## config.mk

```make
export PLATFORM = sky130hd
export DESIGN_NAME = uart_rx_os16
export DESIGN_NICKNAME = d
export VERILOG_FILES = /design/src/rtl/uart_pkg.sv /design/src/rtl/uart_baud_tick.sv /design/src/rtl/uart_rx_os16.sv
export SDC_FILE = /design/constraint.sdc
export NUM_CORES = 1
export LEC_CHECK = 0
export ABC_AREA = 1
export BUFFER_PORTS_ARGS = -buffer_cell sky130_fd_sc_hd__clkbuf_2
export CORE_UTILIZATION = 35
export DETAILED_ROUTE_END_ITERATION = 6
export GPL_ROUTABILITY_DRIVEN = 0
export PLACE_DENSITY = 0.59
export SKIP_CTS_REPAIR_TIMING = 1
export SYNTH_ARGS = -nofsm -noshare
export SYNTH_HDL_FRONTEND = slang
export SYNTH_SLANG_ARGS = --single-unit
```

## constraint.sdc

```tcl
create_clock -name clk -period 2.5 [get_ports clk]
set_clock_uncertainty 0.1 [all_clocks]
set_input_delay 0.25 -clock clk [delete_from_list [all_inputs] [get_ports clk]]
set_output_delay 0.25 -clock clk [all_outputs]
set_load 0.02 [all_outputs]
```

## src/rtl/uart_pkg.sv

```systemverilog
// Shared UART definitions: FSM encoding, baud enumeration, framing constants
// and the baud divisor function used by both receiver and transmitter.
package uart_pkg;

    localparam int unsigned DATA_BITS    = 8;
    localparam int unsigned OVERSAMPLE   = 16;
    localparam int unsigned SAMPLE_FIRST = OVERSAMPLE / 2 - 1;
    localparam int unsigned SAMPLE_MID   = OVERSAMPLE / 2;
    localparam int unsigned SAMPLE_LAST  = OVERSAMPLE / 2 + 1;

    typedef enum logic [2:0] {
        IDLE,
        START,
        DATA,
        STOP,
        WAIT_HIGH
    } rx_state_t;

    typedef enum logic [2:0] {
        BAUD_2400   = 3'd0,
        BAUD_4800   = 3'd1,
        BAUD_9600   = 3'd2,
        BAUD_19200  = 3'd3,
        BAUD_38400  = 3'd4,
        BAUD_57600  = 3'd5,
        BAUD_115200 = 3'd6,
        BAUD_230400 = 3'd7
    } baud_t;

    function automatic int unsigned baud_rate(input baud_t sel);
        int unsigned rate;
        case (sel)
            BAUD_2400:   rate = 2400;
            BAUD_4800:   rate = 4800;
            BAUD_9600:   rate = 9600;
            BAUD_19200:  rate = 19200;
            BAUD_38400:  rate = 38400;
            BAUD_57600:  rate = 57600;
            BAUD_115200: rate = 115200;
            BAUD_230400: rate = 230400;
            default:     rate = 115200;
        endcase
        return rate;
    endfunction

    // Clocks per oversample tick, rounded to nearest.
    function automatic int unsigned baud_div(input int unsigned clk_hz, input baud_t sel);
        int unsigned rate;
        rate = baud_rate(sel);
        return (clk_hz + (OVERSAMPLE / 2) * rate) / (OVERSAMPLE * rate);
    endfunction

endpackage

```

## src/rtl/uart_baud_tick.sv

```systemverilog
// Oversample tick generator: one-clock tick every 'div' clocks, with a
// synchronous clear that restarts the period from zero.
module uart_baud_tick #(
    parameter int WIDTH = 16
) (
    input  logic             clk,
    input  logic             reset_n,
    input  logic             clear,
    input  logic [WIDTH-1:0] div,
    output logic             tick
);

    logic [WIDTH-1:0] cnt;

    assign tick = !clear && (cnt == div - WIDTH'(1));

    always_ff @(posedge clk or negedge reset_n) begin
        if (!reset_n) begin
            cnt <= '0;
        end else if (clear || tick) begin
            cnt <= '0;
        end else begin
            cnt <= cnt + WIDTH'(1);
        end
    end

endmodule

```

## src/rtl/uart_rx_os16.sv

```systemverilog
// 16x oversampling UART receiver, 8N1, majority vote of three mid-bit samples.
// Stop bit is judged at mid-bit so back-to-back frames are accepted.
module uart_rx_os16
    import uart_pkg::*;
#(
    parameter int unsigned CLK_HZ = 100_000_000
) (
    input  logic       clk,
    input  logic       reset_n,
    input  logic       rxd,
    input  logic [2:0] baudset,
    output logic [7:0] rx_data,
    output logic       rx_valid,
    output logic       frame_err,
    output logic       rx_busy
);

    localparam int DIV_W = $clog2(baud_div(CLK_HZ, BAUD_2400) + 1);
    localparam int CNT_W = $clog2(OVERSAMPLE);
    localparam int BIT_W = $clog2(DATA_BITS);

    localparam int unsigned DIV_TABLE [8] = '{
        baud_div(CLK_HZ, BAUD_2400),
        baud_div(CLK_HZ, BAUD_4800),
        baud_div(CLK_HZ, BAUD_9600),
        baud_div(CLK_HZ, BAUD_19200),
        baud_div(CLK_HZ, BAUD_38400),
        baud_div(CLK_HZ, BAUD_57600),
        baud_div(CLK_HZ, BAUD_115200),
        baud_div(CLK_HZ, BAUD_230400)
    };

    logic [1:0]           sync_q;
    logic [1:0]           sync_ok;
    logic                 rxs;
    logic                 armed, armed_n;
    rx_state_t            state, state_n;
    logic [CNT_W-1:0]     s_cnt, s_cnt_n;
    logic [BIT_W-1:0]     bit_idx, bit_n;
    logic [DATA_BITS-1:0] shift, shift_n;
    logic [1:0]           samp, samp_n;
    baud_t                baud_q, baud_n;
    logic [7:0]           data_n;
    logic                 valid_n, ferr_n;
    logic                 div_clear;
    logic [DIV_W-1:0]     div_val;
    logic                 tick;
    logic                 maj;

    assign rxs     = sync_q[1];
    assign rx_busy = (state != IDLE);
    assign div_val = DIV_W'(DIV_TABLE[baud_q]);
    assign maj     = (samp[0] & samp[1]) | (rxs & (samp[0] | samp[1]));

    // sync_ok marks when rxs reflects a real line sample rather than the reset value.
    always_ff @(posedge clk or negedge reset_n) begin
        if (!reset_n) begin
            sync_q  <= 2'b11;
            sync_ok <= 2'b00;
        end else begin
            sync_q  <= {sync_q[0], rxd};
            sync_ok <= {sync_ok[0], 1'b1};
        end
    end

    uart_baud_tick #(
        .WIDTH(DIV_W)
    ) u_tick (
        .clk    (clk),
        .reset_n(reset_n),
        .clear  (div_clear),
        .div    (div_val),
        .tick   (tick)
    );

    // A start is only accepted once the line has been seen idle high since reset,
    // so a reset released in the middle of a low bit cannot start a bogus frame.
    always_comb begin
        state_n   = state;
        s_cnt_n   = s_cnt;
        bit_n     = bit_idx;
        shift_n   = shift;
        samp_n    = samp;
        baud_n    = baud_q;
        armed_n   = armed;
        data_n    = rx_data;
        valid_n   = 1'b0;
        ferr_n    = 1'b0;
        div_clear = 1'b0;

        if (state != IDLE && tick) begin
            s_cnt_n = s_cnt + CNT_W'(1);
            if (s_cnt == CNT_W'(SAMPLE_FIRST)) samp_n[0] = rxs;
            if (s_cnt == CNT_W'(SAMPLE_MID))   samp_n[1] = rxs;
        end

        case (state)
            IDLE: begin
                div_clear = 1'b1;
                baud_n    = baud_t'(baudset);
                s_cnt_n   = '0;
                bit_n     = '0;
                if (sync_ok[1] && rxs) armed_n = 1'b1;
                if (armed && !rxs) state_n = START;
            end
            START: begin
                if (tick) begin
                    if (s_cnt == CNT_W'(SAMPLE_LAST) && maj) begin
                        state_n = IDLE;
                    end else if (s_cnt == CNT_W'(OVERSAMPLE - 1)) begin
                        state_n = DATA;
                    end
                end
            end
            DATA: begin
                if (tick) begin
                    if (s_cnt == CNT_W'(SAMPLE_LAST)) begin
                        shift_n = {maj, shift[DATA_BITS-1:1]};
                    end
                    if (s_cnt == CNT_W'(OVERSAMPLE - 1)) begin
                        if (bit_idx == BIT_W'(DATA_BITS - 1)) begin
                            bit_n   = '0;
                            state_n = STOP;
                        end else begin
                            bit_n = bit_idx + BIT_W'(1);
                        end
                    end
                end
            end
            STOP: begin
                if (tick && s_cnt == CNT_W'(SAMPLE_LAST)) begin
                    if (maj) begin
                        data_n  = shift;
                        valid_n = 1'b1;
                        state_n = IDLE;
                    end else begin
                        ferr_n  = 1'b1;
                        state_n = WAIT_HIGH;
                    end
                end
            end
            WAIT_HIGH: begin
                if (rxs) state_n = IDLE;
            end
            default: state_n = IDLE;
        endcase
    end

    always_ff @(posedge clk or negedge reset_n) begin
        if (!reset_n) begin
            state     <= IDLE;
            s_cnt     <= '0;
            bit_idx   <= '0;
            shift     <= '0;
            samp      <= 2'b00;
            baud_q    <= BAUD_2400;
            armed     <= 1'b0;
            rx_data   <= 8'h00;
            rx_valid  <= 1'b0;
            frame_err <= 1'b0;
        end else begin
            state     <= state_n;
            s_cnt     <= s_cnt_n;
            bit_idx   <= bit_n;
            shift     <= shift_n;
            samp      <= samp_n;
            baud_q    <= baud_n;
            armed     <= armed_n;
            rx_data   <= data_n;
            rx_valid  <= valid_n;
            frame_err <= ferr_n;
        end
    end

endmodule
```

==> key figures <==
Worst setup path
  • Critical path class: register to register
  • Setup crit start kind: register
  • Worst Setup End Kind: register
  • R2R cell count: 21
  • WP data arrival: about 2.8 ns
  • CP Data Required Time: 2.61 ns
  • Worst Path Max Fanout: 6

Pwr
  • Sequential Power Share: ~24%
  • P_int: about 0.0022 W
  • Clock power share: between 10 and 15%
  • Leak: ~2.1 nW
  • Combinational power share: approximately 64%
  • PwrDens: a little over 1000 nW/µm²
  • NetSw: approximately 0.0020 W
  • Sw frac: between 40 and 50%
  • VDD IR max: approximately 0.0004 V

Run
  • Max-cap violations: 0

Clocking
  • Reg clk slew, reported paths: 0.10 ns
  • Clock tree sinks: 50
  • Clk buf depth: 2
  • CTS buffer count: 5
  • CTS tree: built
  • Clock root cell: clkbuf_8
  • Skew-Pair Late Insertion Delay: between 0.3 and 0.4 ns
  • Htree depth: 2

Synth
  • Area of the mapped netlist: about 3200 µm²
  • Synth top area cells: dfrtp_1 37%, nand2_1 19%, ha_1 7.4%
  • Warnings, synthesis: 0
  • Area leader, netlist: dfrtp_1
  • Area share of the largest cell type after synthesis: 37.5%
  • Post-Syn Area per Cell: roughly 7.3 µm²
  • Fraction of registers with async set/reset: 100%
  • Distinct cells, synth: 38
  • Post-synthesis sequential area ratio: 39.1%
  • Seq cells post-synth: 50
  • Mapped Cells: 440
  • Post-Syn Nets: around 470
  • Top_reg_cell synth: dfrtp_1
  • EDFF count, synth: 0

GRT
  • GR Overflow Total: 0
  • Antenna violations before repair: 0
  • GR Util All Layers: about 16%
  • Vias in the first global route: ~2.6k
  • Largest net degree at the start of global routing: between 50 and 60
  • First-pass GRT wire length: approximately 12,000 µm

Floorplanning
  • Starting Density: 36.4%
  • Die W: 97.7 µm
  • Die Ht: roughly 98 µm
  • Die ar.: roughly 9500 µm²
  • CORE AREA: between 8000 and 9000 µm²
  • Rows: 34
  • Top-Level Pins: 17

Detailed routing
  • DR WL/cell: roughly 12 µm
  • Antenna Violating Nets Remaining: 0
  • Detailed Routing Iterations Pass 1: 4
  • DR iter-0 viols: 96
  • Total number of vias: between 2k and 3k
  • Vias per cell: 4.63
  • Detailed-route DRC error count: 0
  • DRT Wirelength: approximately 7000 µm

Layout
  • N_diodes: 0
  • Layout cells sized above 1: between 20% and 30%
  • Fill count: 864
  • Nets: roughly 520
  • Final core occ: a little under half
  • Layout area overhead: 24.2%

Timing
  • WHS: 0.0439 ns
  • Fmax: 373 MHz
  • Final worst slack: -0.183 ns
  • Worst-margin pin slew: 0.889 ns
  • Slew headroom: a little over 40%
  • Final Setup Violations: 40
  • Endpoints failing hold: 0
  • Tcrit/Tclk final: 107%
  • Slew Limit Fails: 0
  • RSZ-0062 raised after global routing: yes
  • Tmin final: around 2.7 ns

Worst hold path
  • HP Class: input port to register
  • Hold path depth: 3

Placed design
  • Post-DP HPWL: roughly 5500 µm
  • Place WS: -0.189 ns
  • Port Buffers: 16

Outcome
  • Violated checks: setup timing
  • Outcome: complete, but fails checks
==> cell usage in the layout (no fill, tap or decap), drive strengths merged <==
master	n
nand3	28
nand3b	2
conb	1
buf	35
clkbuf	21
and3	1
dfrtp	48
a21oi	6
xnor2	3
or2	1
xor2	8
nor2	46
dlygate4sd3	2
dfstp	2
nor3	10
nor3b	1
inv	60
nand2	173
o2111ai	1
o211ai	1
nand4	5
ha	19
o21ai	21
clkinv	4
==> layer usage <==
metal	vias to the layer above	GRT usage [%]	share of wire, %	routed length [µm]
li1	1490	-	-	-
met1	1276	21.9	51	3560
met2	32	24.5	44	3110
met3	11	2.30	3.5	244
met4	0	5.59	1.7	121
met5	-	0	0	0
==> final timing paths <==
path                            start             to  slack (ns)
max                         baud_q[0]       state[0]       -0.18
min                        baudset[2]      baud_q[2]        0.04
max reg2reg                 baud_q[0]       state[0]       -0.18
min reg2reg                 sync_q[0]      sync_q[1]        0.25
max in group asynchronous     reset_n      baud_q[1]        1.39
min in group asynchronous     reset_n  u_tick.cnt[3]        0.47
==> synth_stat cells, drive strengths merged, types with 3 or more instances <==
| cell | number |
|---|---|
| inv | 58 |
| o21ai | 21 |
| nand2 | 172 |
| nand4 | 5 |
| dfrtp | 48 |
| xnor2 | 3 |
| nor3 | 10 |
| ha | 19 |
| buf | 3 |
| xor2 | 8 |
| nand3 | 28 |
| nor2 | 46 |
| a21oi | 6 |
==> flip-flops by register name (all words and copies together) (netlist names) <==
register / count
u_tick.cnt: 12
rx_data: 8
shift: 8
s_cnt: 4
baud_q: 3
bit_idx: 3
state: 3
samp: 2
sync_ok: 2
sync_q: 2
armed: 1
frame_err: 1
rx_valid: 1
==> metrics by stage <==
stage / instance area [µm²] / cells / TNS, ns / total power [W]
floorplan: 3260 / 440 / 0 / 0.00273
global placement: 3680 / 591 / -2.01 / 0.00342
detailed placement: 3680 / 591 / -5.01 / 0.00346
CTS: 3780 / 599 / -5.93 / 0.00399
global route: 3980 / 607 / -13.51 / 0.00455
finish: 3980 / 607 / -4.43 / 0.00414
==> critical path: stages (launching register included) <==
cell      delay, ns
dfrtp_2        0.41
clkinv_4       0.10
ha_4           0.17
inv_2          0.04
nand2_2        0.05
nand2_2        0.07
inv_2          0.05
ha_4           0.23
nand2_2        0.05
inv_1          0.04
nor2_1         0.09
nand2_1        0.07
nor2_2         0.13
nand3_2        0.10
nor2_4         0.10
nand2_2        0.07
nor2_4         0.12
nand3_4        0.16
a21oi_2        0.22
nand2_1        0.09
nand2_1        0.06
nand2_1        0.05
==> power groups by stage <==
stage	clock network (W)	logic (W)	registers [W]
5_1_grt	0.000567	0.00297	0.00101
3_5_place_dp	0	0.00245	0.00101
6_report	0.000513	0.00263	0.000996
4_1_cts	0.000534	0.00247	0.000993
2_1_floorplan	0	0.00174	0.000990
3_3_place_gp	0	0.00241	0.00101
==> cells by family after synthesis <==
kind of cell               share of synthesized area (%)
xor gates and xnor gates                            3.24
AOI/OAI and AO/OA                                   5.19
adders and majority gates                           7.42
buffers and inverters                               8.36
other                                              0.117
DFF                                                 39.1
and+or+nand+nor                                     36.5
==> area by class of cell <==
type / count / area [µm²] / area share [%]
well taps: 108 / 135 / 3.39
flip-flops and latches: 50 / 1260 / 31.6
clock inverters: 3 / 28.8 / 0.723
inverters: 60 / 246 / 6.19
clock buffers: 5 / 68.8 / 1.73
multi-input cells: 327 / 1860 / 46.6
repair inverters: 1 / 11.3 / 0.283
repair buffers: 53 / 379 / 9.52
(Power assumes the default switching activity.)
